$ cat src/rtl/fp_pkg.sv
// Shared FPU constants and pipeline payload types for the round/pack stage.
package fp_pkg;

   localparam int unsigned DataSize     = 32;
   localparam int unsigned FractionSize = 23;
   localparam int unsigned MantissaSize = FractionSize + 1;
   localparam int unsigned ExponentSize = 8;

   localparam logic [ExponentSize-1:0] EXP_INF = 8'hFF;
   localparam logic [DataSize-1:0]     POS_INF = 32'h7F80_0000;
   localparam logic [DataSize-1:0]     NEG_INF = 32'hFF80_0000;
   localparam logic [DataSize-1:0]     ZERO    = 32'h0000_0000;

   localparam int unsigned NumFlags = 2;
   localparam int unsigned FLAG_OVF = 0;
   localparam int unsigned FLAG_UNF = 1;

   // Sum keeps one extra MSB so a rounding carry-out can be renormalised in S2.
   typedef struct packed {
      logic                    sign;
      logic [MantissaSize:0]   sum;
      logic [ExponentSize:0]   exp9;
      logic                    carry;
      logic                    zero;
   } s1_t;

endpackage

$ cat src/rtl/fp_pack_exception.sv
// Combinational S2 logic: round-carry renormalisation, overflow/underflow classification, packing.
import fp_pkg::*;

module fp_pack_exception (
   input  s1_t                 s1_i,
   output logic [DataSize-1:0] result_o,
   output logic                overflow_o,
   output logic                underflow_o
);

   logic [ExponentSize:0]   exp_adj;
   logic [FractionSize-1:0] frac;
   logic                    ovf;
   logic                    unf;

   always_comb begin
      if (s1_i.sum[MantissaSize]) begin
         frac    = s1_i.sum[MantissaSize-1:1];
         exp_adj = s1_i.exp9 + (ExponentSize+1)'(1);
      end else begin
         frac    = s1_i.sum[FractionSize-1:0];
         exp_adj = s1_i.exp9;
      end

      ovf = s1_i.carry | (exp_adj >= {1'b0, EXP_INF});
      unf = (exp_adj == '0);

      result_o    = {s1_i.sign, exp_adj[ExponentSize-1:0], frac};
      overflow_o  = 1'b0;
      underflow_o = 1'b0;

      // Zero wins over overflow, which wins over underflow.
      if (s1_i.zero) begin
         result_o = {s1_i.sign, ZERO[DataSize-2:0]};
      end else if (ovf) begin
         result_o   = s1_i.sign ? NEG_INF : POS_INF;
         overflow_o = 1'b1;
      end else if (unf) begin
         result_o    = {s1_i.sign, ZERO[DataSize-2:0]};
         underflow_o = 1'b1;
      end
   end

endmodule

$ cat src/rtl/fp_round_pack_stage.sv
// FPU stage 5: two registered sub-stages (round-add, then renormalise/pack) with valid/ready and sticky flags.
import fp_pkg::*;

module fp_round_pack_stage (
   input  logic                    Clk,
   input  logic                    Reset,
   input  logic                    InValid,
   output logic                    InReady,
   input  logic                    Sign,
   input  logic [MantissaSize-1:0] TobeRounded,
   input  logic                    Round,
   input  logic [ExponentSize-1:0] NewExponent1,
   input  logic                    EffExponentAdderCarry1,
   output logic                    OutValid,
   input  logic                    OutReady,
   output logic [DataSize-1:0]     Result,
   output logic                    ResOverflow,
   output logic                    ResUnderflow,
   input  logic                    ClearFlags,
   output logic                    FlagOverflow,
   output logic                    FlagUnderflow
);

   logic                advance;
   logic                s1_valid_q, s1_valid_d;
   s1_t                 s1_q, s1_d;
   logic                out_valid_q, out_valid_d;
   logic [DataSize-1:0] result_q, result_d;
   logic [NumFlags-1:0] res_flags_q, res_flags_d;
   logic [NumFlags-1:0] flags_q, flags_d;
   logic [DataSize-1:0] pk_result;
   logic                pk_ovf;
   logic                pk_unf;

   fp_pack_exception u_pack (
      .s1_i        (s1_q),
      .result_o    (pk_result),
      .overflow_o  (pk_ovf),
      .underflow_o (pk_unf)
   );

   always_comb begin
      // The whole pipe moves as one unit whenever the output slot is free or draining.
      advance     = ~out_valid_q | OutReady;
      s1_valid_d  = s1_valid_q;
      s1_d        = s1_q;
      out_valid_d = out_valid_q;
      result_d    = result_q;
      res_flags_d = res_flags_q;

      if (advance) begin
         s1_valid_d  = InValid;
         s1_d.sign   = Sign;
         s1_d.sum    = {1'b0, TobeRounded} + (MantissaSize+1)'(Round);
         s1_d.exp9   = {1'b0, NewExponent1};
         s1_d.carry  = EffExponentAdderCarry1;
         s1_d.zero   = (TobeRounded == '0);

         out_valid_d           = s1_valid_q;
         result_d              = pk_result;
         res_flags_d           = '0;
         res_flags_d[FLAG_OVF] = s1_valid_q & pk_ovf;
         res_flags_d[FLAG_UNF] = s1_valid_q & pk_unf;
      end

      // An event leaving this cycle is ORed in after the clear so it is never lost.
      flags_d = (ClearFlags ? '0 : flags_q) | ((out_valid_q & OutReady) ? res_flags_q : '0);
   end

   always_ff @(posedge Clk) begin
      if (Reset) begin
         s1_valid_q  <= 1'b0;
         s1_q        <= '0;
         out_valid_q <= 1'b0;
         result_q    <= '0;
         res_flags_q <= '0;
         flags_q     <= '0;
      end else begin
         s1_valid_q  <= s1_valid_d;
         s1_q        <= s1_d;
         out_valid_q <= out_valid_d;
         result_q    <= result_d;
         res_flags_q <= res_flags_d;
         flags_q     <= flags_d;
      end
   end

   assign InReady       = advance;
   assign OutValid      = out_valid_q;
   assign Result        = result_q;
   assign ResOverflow   = res_flags_q[FLAG_OVF];
   assign ResUnderflow  = res_flags_q[FLAG_UNF];
   assign FlagOverflow  = flags_q[FLAG_OVF];
   assign FlagUnderflow = flags_q[FLAG_UNF];

endmodule
$ cat config.mk
export PLATFORM = sky130hd
export DESIGN_NAME = fp_round_pack_stage
export DESIGN_NICKNAME = d
export VERILOG_FILES = /design/src/rtl/fp_pkg.sv /design/src/rtl/fp_pack_exception.sv /design/src/rtl/fp_round_pack_stage.sv
export SDC_FILE = /design/constraint.sdc
export NUM_CORES = 1
export LEC_CHECK = 0
export ABC_AREA = 1
export CORE_UTILIZATION = 57
export CTS_CLUSTER_SIZE = 30
export DETAILED_ROUTE_END_ITERATION = 10
export DONT_BUFFER_PORTS = 1
export GPL_ROUTABILITY_DRIVEN = 0
export PLACE_DENSITY = 0.72
export SETUP_SLACK_MARGIN = 0.1
export SLEW_MARGIN = 30
export SYNTH_ARGS = -nofsm -noshare
export SYNTH_HDL_FRONTEND = slang
export SYNTH_SLANG_ARGS = --single-unit
$ cat constraint.sdc
create_clock -name Clk -period 1.8 [get_ports Clk]
set_clock_uncertainty 0.15 [all_clocks]
set_input_delay 0.18 -clock Clk [delete_from_list [all_inputs] [get_ports Clk]]
set_output_delay 0.18 -clock Clk [all_outputs]
set_load 0.02 [all_outputs]
==> out/results.md, run 1 <==
| Quantity | Value |
| --- | --- |
| Met2 track demand over resource in global routing | 49.7% |
| Total die area | 0.00758 mm^2 |
| Critical path's top delay family | simple AND/OR/NAND/NOR gates |
| Most common library cell in the layout ignoring fill and taps | sky130_fd_sc_hd__nand2_1 |
| Violations in the final reports | negative setup slack |
| Clock Path Buffers | 2 |
| Number of search-and-repair iterations in the first detailed-routing pass | 5 |
| Overall Power | 3.99 mW |
| Number of design rule violations left after detail routing | 0 |
| Final hold vios | 0 |
| Reg2Reg Capture Point | res_flags_q[1] |
| Met1 routing resource usage after global routing | 41.7% |
| Distinct cell type count of the synthesized netlist | 36 |
| Count of maximum capacitance violations | 0 |
| Wire length reported by the detailed router | 11700 um |
| Register-to-register path setup slack | -0.008 ns |
| Max incr delay on CP | 0.38 ns |
| Antenna diode instance count | 0 |
| CP dominant cell by count | sky130_fd_sc_hd__nand2_2 |
| Time the worst path needs with I/O delays and setup | 1.81 ns |
| Share of the yosys chip area belonging to registers | 35.9% |
| Hold Crit Endpoint | s1_q[0] |
| CP Data Required Time | 1.94 ns |
| Measured slew at the worst slew-check pin | 0.352 ns |
| Syn Area/Cell | 6.80 um^2 |
| Overall Global Routing Usage | 31.4% |
| Clock-pin slew reported for the worst setup and hold paths after clock tree synthesis | 0.07 ns |
| Pwr per Cell Area | 759 mW/mm^2 |
| Number of levels the H-tree was split into | 3 |
| Layout Area Growth over Synthesis | 27.5% |
| Core box area | 0.00691 mm^2 |
| Gate count of the mapped netlist | 606 |
| Mapped cell area | 0.00412 mm^2 |
| Global-route wire length before repair | 18400 um |
| Aggregate global routing overflow | 0 |
| Drt via density | 5.62 |
| Cell count of the worst reg-to-reg path | 12 |
| Effective utilization at floorplan | 59.7% |
| Number of core rows | 30 |
| Final setup fails | 5 |
| Routed Antenna Nets | 0 |
| Number of vias in the routed layout | 4251 |
| Data arrival at the endpoint of the critical path | 1.94 ns |
| DP Worst Slack | -0.113 ns |
| Total CTS buffers | 9 |
| Clock Latency Late Sink | 0.36 ns |
| Leading cell types in the layout, fill and taps excluded | sky130_fd_sc_hd__nand2_1 (124), sky130_fd_sc_hd__inv_1 (71), sky130_fd_sc_hd__dfxtp_1 (68) |
| Number of synthesized register bits | 74 |
| Via count of the first global-routing pass | 3844 |
| Layer with the highest usage | met2 |
| Max VDD drop | 0.442 mV |
| Number of clock sinks seen by CTS | 74 |
| Status | complete, but fails checks |
| Share of the cycle needed by the critical path after routing | 100% |
| Warning count from the yosys run | 0 |
| Met3 track demand over resource | 6.45% |
| Initial antenna violation count | 0 |
| Start-to-end type of the worst setup path | reg -> reg |
| Min-delay src | TobeRounded[2] |
| Standard cell with the maximum stage delay on the critical path | sky130_fd_sc_hd__dfxtp_2 |
| Worst hold stages | 5 |
| CTS tree | built |
| Headroom to the max-slew limit | 76.5% |
| Total of buffers placed on input and output ports | 0 |
| Width of the chip | 87.0 um |
| Max Slew Vio Count | 0 |
| Source of the worst register-to-register timing path | s1_q[2] |
| IO Count | 78 |
| Highest Clock Rate | 0.553 GHz |
| Worst setup margin | -0.00818 ns |
| Starting DRC count in detailed routing | 258 |
| Peak fanout along the critical path | 5 |
| Routed wire per std cell | 15.4 um |
| Non-filler instance count after layout | 757 |
| Cell Area, Placed | 0.00435 mm^2 |
| Buffers & Inverters on Critical Path | 1 |
| Total Nets Final | 699 |
| Clk root buf | sky130_fd_sc_hd__clkbuf_8 |
| Inst Count DP | 690 |
| RSZ-0062 raised after global routing | true |
| Kind of end point of the critical path | register |
| Die Y | 87.0 um |
| Ordered cell list for the critical path | ha_4 -> nand2_4 -> nor2_4 -> nand2_2 -> nand2_2 -> nand2_2 -> nor2_4 -> buf_12 -> nand3_2 -> nor2_1 -> a21oi_1 -> nor2_1 |
| Fraction of final layout cells with drive strength greater than 1 | 17.1% |
| Worst setup SP type | register |
| Half-perimeter wire length after placement | 7130 um |
| Pin count of the biggest net entering global routing | 49 |
| Leakage dissipation | 2.26 nW |
| Mapped Nets | 649 |
| Final Instance Area | 0.00526 mm^2 |
| Hold Path Class | in -> reg |
==> cell usage after synthesis, drive strengths merged <==
cell type    n  area (um^2)
nand2      138          536
inv         80          300
dfxtp       74         1480
nor2        62          275
a21oi       52          268
nand3       33          208
nand4       30          188
o21ai       30          150
clkbuf      23         86.3
a211oi      22          165
buf         12         82.6
nor3         8         56.3
o211ai       8         60.1
xor2         7         61.3
nor4         6         37.5
o21bai       4         30.0
xnor2        4         35.0
ha           3         37.5
nand3b       3         22.5
or2          3         18.8
a31oi        2         12.5
and2         1         6.26
clkinv       1         3.75
==> per-layer routing <==
| layer | share of wire [%] | vias to the layer above |
|---|---|---|
| li1 | - | 2114 |
| met1 | 44 | 1939 |
| met2 | 46 | 178 |
| met3 | 7.7 | 20 |
| met4 | 1.7 | 0 |
| met5 | 0 | - |
==> report_power, final <==
| part | total [mW] | internal [mW] | switching (mW) | leakage [nW] |
|---|---|---|---|---|
| registers | 1.87 | 1.74 | 0.132 | 0.613 |
| logic | 0.654 | 0.283 | 0.371 | 1.53 |
| clock network | 1.46 | 0.820 | 0.642 | 0.112 |
==> worst register-to-register path, cell delays in order (launching register included) <==
cell and delay (ns):
sky130_fd_sc_hd__dfxtp_2 0.38, sky130_fd_sc_hd__ha_4 0.16, sky130_fd_sc_hd__nand2_4 0.06, sky130_fd_sc_hd__nor2_4 0.12, sky130_fd_sc_hd__nand2_2 0.07, sky130_fd_sc_hd__nand2_2 0.09, sky130_fd_sc_hd__nand2_2 0.08, sky130_fd_sc_hd__nor2_4 0.13
sky130_fd_sc_hd__buf_12 0.14, sky130_fd_sc_hd__nand3_2 0.08, sky130_fd_sc_hd__nor2_1 0.09, sky130_fd_sc_hd__a21oi_1 0.06, sky130_fd_sc_hd__nor2_1 0.13
==> per-stage QoR <==
step / utilization, % / setup TNS (ns) / hold slack, ns
after floorplan: - / 0 / 0.180
after global placement: 63.0 / -0.543 / 0.0981
after detailed placement: 63.0 / -2.00 / 0.0981
after CTS: 75.0 / 0 / 0.00207
after global routing: 76.1 / -2.34 / 0.0125
final: 76.1 / -0.0339 / 0.0124
==> final cells by class <==
class	instances	area (um^2)
Multi-Input combinational cell	419	2370
Clock buffer	10	138
Clock inverter	6	90.1
Sequential cell	74	1490
Timing Repair Buffer	69	718
Timing Repair inverter	2	15.0
Fill cell	543	1650
Tap cell	96	120
Inverter	81	310
==> worst max-delay path by stage <==
stage | from | end | cells past startpoint
2_1_floorplan | s1_q[2] | Result[1] | 12
3_3_place_gp | s1_q[35] | Result[12] | 9
3_5_place_dp | s1_q[35] | Result[9] | 9
4_1_cts | s1_q[3] | Result[25] | 12
5_1_grt | s1_q[3] | res_flags_q[0] | 13
6_report | s1_q[2] | res_flags_q[1] | 12
==> sequential cells by signal, indices dropped and copies added, names as in the netlist <==
register and cells:
OutValid 1, Result 32, flags_q 2, res_flags_q 2, s1_q 36, s1_valid_q 1
==> cell families (layout without fill, tap and decap cells) <==
group	count (synthesis)	in the layout	share of synthesized area, %
buffers and inverters	116	168	11.5
flip-flops	74	74	35.9
AND/OR/NAND/NOR	284	287	32.7
adder cells (fa/ha/maj)	3	3	0.911
AO/OA/AOI/OAI	118	118	16.6
XOR/XNOR	11	11	2.34
==> timing repair <==
item / 4_1_cts / 5_1_grt
setup buffers: 2 / 1
endpoints found under the hold margin: 71 / 0
gates cloned: 5 / 0
endpoints found under the setup margin: 32 / 41
pin swaps: 16 / 8
hold buffers: 43 / 0
resized for setup: 23 / 22
No activity file was read; power rests on OpenSTA's default activity.
==> inputs of run 2 (changes only) <==
- ABC_AREA: 1 -> not set
- MAX_ROUTING_LAYER: not set -> met4
==> run 2 against run 1 <==
The flow finishes with violations (negative hold slack, negative setup slack). Combinational power up 23%. Register-to-register slack worse by 0.47 ns. Final cell count down 17%. Total power up 3.4%. Critical endpoint is now Result[2]. Critical path type unchanged.
==> out/results.md, run 2 <==
| Quantity | Value |
| --- | --- |
| Total die area | 0.00732 mm^2 |
| RSZ-0062 raised after global routing | true |
| Mapped Nets | 550 |
| Routed Antenna Nets | 0 |
| Fraction of final layout cells with drive strength greater than 1 | 30.9% |
| Buffers & Inverters on Critical Path | 2 |
| Worst setup SP type | register |
| Core box area | 0.00676 mm^2 |
| Largest reg by FF count | s1_q |
| Min-delay src | Reset |
| Number of clock sinks seen by CTS | 74 |
| Kind of end point of the critical path | register |
| Most common library cell in the layout ignoring fill and taps | sky130_fd_sc_hd__nand2_1 |
| Number of synthesized register bits | 74 |
| Hold Path Class | in -> reg |
| Highest Clock Rate | 0.439 GHz |
| Register-to-register path setup slack | -0.48 ns |
| Mapped cell area | 0.00398 mm^2 |
| Wire length reported by the detailed router | 14900 um |
| Peak fanout along the critical path | 23 |
| Violations in the final reports | negative hold slack, negative setup slack |
| Hold Crit Endpoint | Result[30] |
| Flip-flop count of the largest register after layout | 36 |
| Leading cell types in the layout, fill and taps excluded | sky130_fd_sc_hd__nand2_1 (87), sky130_fd_sc_hd__dfxtp_1 (68), sky130_fd_sc_hd__buf_4 (42) |
| Cell count of the worst reg-to-reg path | 8 |
| Critical path's top delay family | simple AND/OR/NAND/NOR gates |
| Clock-pin slew reported for the worst setup and hold paths after clock tree synthesis | 0.09 ns |
| Distinct cell type count of the synthesized netlist | 41 |
| Max VDD drop | 0.468 mV |
| Number of levels the H-tree was split into | 3 |
| Top flip-flop cell by instance count after synthesis | sky130_fd_sc_hd__dfxtp_1 |
| Leakage dissipation | 2.23 nW |
| Non-filler instance count after layout | 631 |
| CTS tree | built |
| Number of core rows | 30 |
| Number of vias in the routed layout | 4332 |
| Source of the worst register-to-register timing path | s1_q[7] |
| Biggest area contributors in the synthesized netlist | sky130_fd_sc_hd__dfxtp_1 (37%), sky130_fd_sc_hd__nand2_1 (8.4%), sky130_fd_sc_hd__mux2i_1 (6.3%) |
| Antenna diode instance count | 0 |
| Area share of the largest cell type after synthesis | 37.2% |
| FFs w/ async S/R, synth | 0% |
| Final hold vios | 72 |
| Cell type with the highest aggregate area in the netlist | sky130_fd_sc_hd__dfxtp_1 |
| Hold slack | -0.267 ns |
| Ordered cell list for the critical path | nand4_1 -> nor2_4 -> nor2_2 -> nor3_4 -> buf_12 -> nand2_2 -> buf_12 -> a311oi_1 |
| Aggregate global routing overflow | 0 |
| Initial antenna violation count | 0 |
| Overall Global Routing Usage | 33.8% |
| CP Data Required Time | 1.90 ns |
| Commonest cells in the synthesized netlist | sky130_fd_sc_hd__nand2_1 (89), sky130_fd_sc_hd__dfxtp_1 (74), sky130_fd_sc_hd__nor2_1 (42) |
| Gate count of the mapped netlist | 507 |
| Inst Count DP | 591 |
| Share of the yosys chip area belonging to registers | 37.2% |
| Pwr per Cell Area | 726 mW/mm^2 |
| Die Y | 85.6 um |
| Via count of the first global-routing pass | 3802 |
| Warning count from the yosys run | 0 |
| CP dominant cell by count | sky130_fd_sc_hd__buf_12 |
| Final setup fails | 35 |
| Count of maximum capacitance violations | 0 |
| Reg2Reg Capture Point | Result[2] |
| Drt via density | 6.87 |
| Share of the cycle needed by the critical path after routing | 126% |
| Clock Path Buffers | 2 |
| Worst setup margin | -0.476 ns |
| Pin count of the biggest net entering global routing | 75 |
| Leading cell type by number of instances after synthesis | sky130_fd_sc_hd__nand2_1 |
| Max incr delay on CP | 0.48 ns |
| Data arrival at the endpoint of the critical path | 2.37 ns |
| IO Count | 78 |
| Number of enable-type register cells in the synthesized netlist | 0 |
| Half-perimeter wire length after placement | 7020 um |
| Number of design rule violations left after detail routing | 0 |
| Measured slew at the worst slew-check pin | 0.395 ns |
| Time the worst path needs with I/O delays and setup | 2.28 ns |
| Fill cells | 361 |
| Effective utilization at floorplan | 58.9% |
| Clock Latency Late Sink | 0.35 ns |
| Starting DRC count in detailed routing | 337 |
| DP Worst Slack | -0.324 ns |
| Layout Area Growth over Synthesis | 42.8% |
| Total Nets Final | 590 |
| Clk root buf | sky130_fd_sc_hd__clkbuf_8 |
| Global-route wire length before repair | 18800 um |
| Total CTS buffers | 9 |
| Max Slew Vio Count | 0 |
| Start-to-end type of the worst setup path | reg -> reg |
| Status | complete, but fails checks |
| Standard cell with the maximum stage delay on the critical path | sky130_fd_sc_hd__dfxtp_1 |
| Number of search-and-repair iterations in the first detailed-routing pass | 7 |
| Worst hold stages | 1 |
| Number of hold buffers added after CTS | 2 |
| Headroom to the max-slew limit | 73.4% |
| Syn Area/Cell | 7.85 um^2 |
| Routed wire per std cell | 23.6 um |
| Width of the chip | 85.6 um |
| Total of buffers placed on input and output ports | 0 |
-- run 2: cell count changes after synthesis, sizes merged, moves of 21 or more --
cell	before	now
nand4	30	9
nand2	138	89
o31ai	0	23
a311oi	0	28
o21ai	30	7
a21oi	52	29
inv	80	27
mux2i	0	25
-- run 2: per-layer routing --
metal	track usage, %	routed length [um]
met1	43.1	5530
met2	52.4	6980
met3	8.66	1510
met4	11.7	883
met5	-	0
-- run 2: worst max path at each step --
stage | start | endpoint | cells past startpoint
floorplan | s1_q[3] | Result[2] | 8
global placement | s1_q[2] | Result[16] | 8
detailed placement | s1_q[2] | Result[5] | 8
CTS | s1_q[3] | Result[5] | 8
global route | s1_q[2] | Result[2] | 10
finish | s1_q[7] | Result[2] | 8
-- run 2: cell families after synthesis --
family,share of synthesized area (%)
DFF,37.2
adders and majority gates,0.943
muxes,6.29
and+or+nand+nor,21.5
buffers and inverters,6.82
xor gates and xnor gates,5.72
AOI/OAI and AO/OA,21.5
-- run 2: timing repair --
action,CTS,global route
pin swaps,12,18
setup buffers,13,2
setup endpoints to repair,34,36
resized for setup,58,55
endpoints found under the hold margin,74,72
gates cloned,6,2
-- run 2: cell type report --
class	instances	area, um^2	area share [%]
Timing Repair Buffer	71	857	15.1
Multi-Input combinational cell	363	2890	50.9
Inverter	28	118	2.07
Clock buffer	10	138	2.42
Sequential cell	74	1500	26.4
Clock inverter	5	78.8	1.39
Tap cell	80	100	1.76
-- run 2: per-stage QoR --
| step | TNS (ns) | util, % | instance area (um^2) | total power, mW |
|---|---|---|---|---|
| final | -9.45 | 84.1 | 5680 | 4.12 |
| after floorplan | -4.07 | - | 4170 | 2.23 |
| after detailed placement | -7.09 | 66.5 | 4490 | 2.36 |
| after CTS | -6.19 | 78.0 | 5270 | 3.90 |
| after global routing | -11.40 | 84.1 | 5680 | 4.24 |
| after global placement | -5.32 | 66.5 | 4490 | 2.35 |
-- run 2: power breakdown --
group	internal (mW)	switching, mW
combinational	0.373	0.431
clock	0.808	0.644
sequential	1.73	0.136
==> inputs of run 3 (changes only) <==
- GPL_TIMING_DRIVEN: not set -> 0
==> run 3 against run 2 <==
The run ends with negative setup slack left. Largest cell class unchanged. Final area grew 4.7%. Sequential share of layout area fell by 1.3 points. Via count is 1.5% higher. Critical endpoint is now Result[20]. Utilization up 3.9 points. Combinational power is 4.2% higher. Wire length decreased by 3.5%.
==> out/results.md, run 3 (same netlist as run 2, synthesis figures left out) <==
| Quantity | Value |
| --- | --- |
| Status | complete, but fails checks |
| Violations in the final reports | negative setup slack |
| Fill cells | 324 |
| Number of clock sinks seen by CTS | 74 |
| Largest reg by FF count | s1_q |
| Count of cell instances traversed by the critical path | 7 |
| Clk root buf | sky130_fd_sc_hd__clkbuf_8 |
| Reg2Reg Capture Point | Result[20] |
| Aggregate global routing overflow | 0 |
| RSZ-0062 raised after global routing | true |
| Time the worst path needs with I/O delays and setup | 2.22 ns |
| Layout Area Growth over Synthesis | 49.4% |
| Endpoint of the most critical setup path | Result[20] |
| Clock Path Buffers | 2 |
| Half-perimeter wire length after placement | 7600 um |
| CTS tree | built |
| Number of core rows | 30 |
| Most common library cell in the layout ignoring fill and taps | sky130_fd_sc_hd__nand2_1 |
| Max incr delay on CP | 0.51 ns |
| Peak fanout along the critical path | 10 |
| Drt via density | 6.47 |
| CP Data Required Time | 1.90 ns |
| Highest Clock Rate | 0.450 GHz |
| Measured slew at the worst slew-check pin | 0.769 ns |
| Overall Power | 3.86 mW |
| Cell count of the worst reg-to-reg path | 7 |
| Clock-pin slew reported for the worst setup and hold paths after clock tree synthesis | 0.08 ns |
| Total area of sequential cells | 0.00149 mm^2 |
| Number of design rule violations left after detail routing | 0 |
| Overall Global Routing Usage | 35.4% |
| Kind of end point of the critical path | register |
| Number of vias in the routed layout | 4399 |
| Standard cell with the maximum stage delay on the critical path | sky130_fd_sc_hd__dfxtp_1 |
| Share of the cycle needed by the critical path after routing | 123% |
| Width of the chip | 85.6 um |
| Count of maximum capacitance violations | 0 |
| Via count of the first global-routing pass | 4122 |
| Total die area | 0.00732 mm^2 |
| Source of the worst register-to-register timing path | s1_q[9] |
| Ordered cell list for the critical path | inv_1 -> a21oi_1 -> mux2i_2 -> or2_1 -> clkbuf_8 -> clkbuf_8 -> a311oi_2 |
| Starting DRC count in detailed routing | 300 |
| Clock Latency Late Sink | 0.35 ns |
| Total CTS buffers | 9 |
| Pwr per Cell Area | 649 mW/mm^2 |
| Register-to-register path setup slack | -0.42 ns |
| Total of buffers placed on input and output ports | 0 |
| Headroom to the max-slew limit | 48.7% |
| Leakage dissipation | 2.32 nW |
| Total Nets Final | 638 |
| Hold Path Class | in -> reg |
| Routed wire per std cell | 21.2 um |
| Setup TNS Final | -9.21 ns |
| Max Slew Vio Count | 0 |
| CP dominant cell by count | sky130_fd_sc_hd__clkbuf_8 |
| Antenna diode instance count | 0 |
| Pin count of the biggest net entering global routing | 12 |
| Flip-flop count of the largest register after layout | 36 |
| Buffers & Inverters on Critical Path | 3 |
| Origin of the worst setup path | s1_q[9] |
| Number of search-and-repair iterations in the first detailed-routing pass | 6 |
| Hold slack | 0.0245 ns |
| Final hold vios | 0 |
| Global-route wire length before repair | 19700 um |
| Combined area of the multi-input logic cells | 0.00293 mm^2 |
| Initial antenna violation count | 0 |
| Worst setup margin | -0.423 ns |
| Start-to-end type of the worst setup path | reg -> reg |
| Critical path's top delay family | compound AO/OA/AOI/OAI gates |
| Number of levels the H-tree was split into | 3 |
| Routed Antenna Nets | 0 |
| IO Count | 78 |
| Effective utilization at floorplan | 58.9% |
| Max VDD drop | 0.528 mV |
| Die Y | 85.6 um |
| Data arrival at the endpoint of the critical path | 2.32 ns |
| Wire length reported by the detailed router | 14400 um |
| Final setup fails | 32 |
| Core box area | 0.00676 mm^2 |
| Worst setup SP type | register |
| Fraction of final layout cells with drive strength greater than 1 | 31.0% |
| Leading cell types in the layout, fill and taps excluded | sky130_fd_sc_hd__nand2_1 (87), sky130_fd_sc_hd__dfxtp_1 (70), sky130_fd_sc_hd__nor2_1 (36), sky130_fd_sc_hd__dlygate4sd3_1 (36), sky130_fd_sc_hd__buf_4 (34) |
## run 3: cell types whose count changed in the layout (fill, tap and decap cells not counted), sizes merged
cell          before  now
clkbuf            12   33
bufbuf             2    0
buf               65   62
bufinv             2    0
dlymetal6s2s       0    1
clkinv             4    3
dlygate4sd3        2   36
inv               27   28
## run 3: layout make-up
type / instances / area share, %
multi-input cells: 363 / 49.2
flip-flops and latches: 74 / 25.1
repair buffers: 77 / 12.7
plain buffers: 42 / 6.75
clock buffers: 13 / 2.50
inverters: 28 / 1.89
well taps: 80 / 1.68
clock inverters: 3 / 0.252
## run 3: routing by layer
layer / part of all wire (%) / vias up / global-route usage [%]
met5: 0 / - / -
met4: 2.7 / 0 / 12.4
met3: 8.0 / 44 / 6.74
met2: 49 / 255 / 57.4
met1: 40 / 2103 / 44.3
li1: - / 1997 / -
## run 3: worst min path at each step
stage                          startpoint       end  depth (start not counted)
final                      TobeRounded[7]  s1_q[19]                          3
after global routing      TobeRounded[20]  s1_q[32]                          3
after CTS                 TobeRounded[20]  s1_q[32]                          3
after detailed placement  NewExponent1[1]   s1_q[3]                          2
after global placement    NewExponent1[1]   s1_q[3]                          2
after floorplan           NewExponent1[1]   s1_q[3]                          2
## run 3: power breakdown
| group | internal (mW) | switching, mW |
|---|---|---|
| combinational | 0.393 | 0.445 |
| clock | 0.534 | 0.619 |
| sequential | 1.73 | 0.133 |
| total | 2.66 | 1.20 |
## run 3: metrics by stage
stage                     instance area, um^2  utilization (%)  setup WS (ns)  cells
after global placement                   4270             63.2         -0.387    587
after CTS                                5410             80.0         -0.287    665
after global routing                     5950             88.0         -0.476    680
after detailed placement                 4270             63.2         -0.438    587
after floorplan                          4170                -         -0.189    507
final                                    5950             88.0         -0.423    680
## run 3: timing repair
| item | CTS | global route |
|---|---|---|
| endpoints found under the hold margin | 37 | 0 |
| resized for setup | 83 | 110 |
| setup buffers | 22 | 12 |
| pin swaps | 13 | 35 |
| gates cloned | 3 | 3 |
| hold buffers | 37 | 0 |
| endpoints found under the setup margin | 73 | 72 |
## run 3: worst min-delay path, delay by kind of cell
kind / cells / cell delay (ns)
XOR/XNOR: 1 / 0.15
AO/OA/AOI/OAI: 1 / 0.08
AND/OR/NAND/NOR: 1 / 0.06
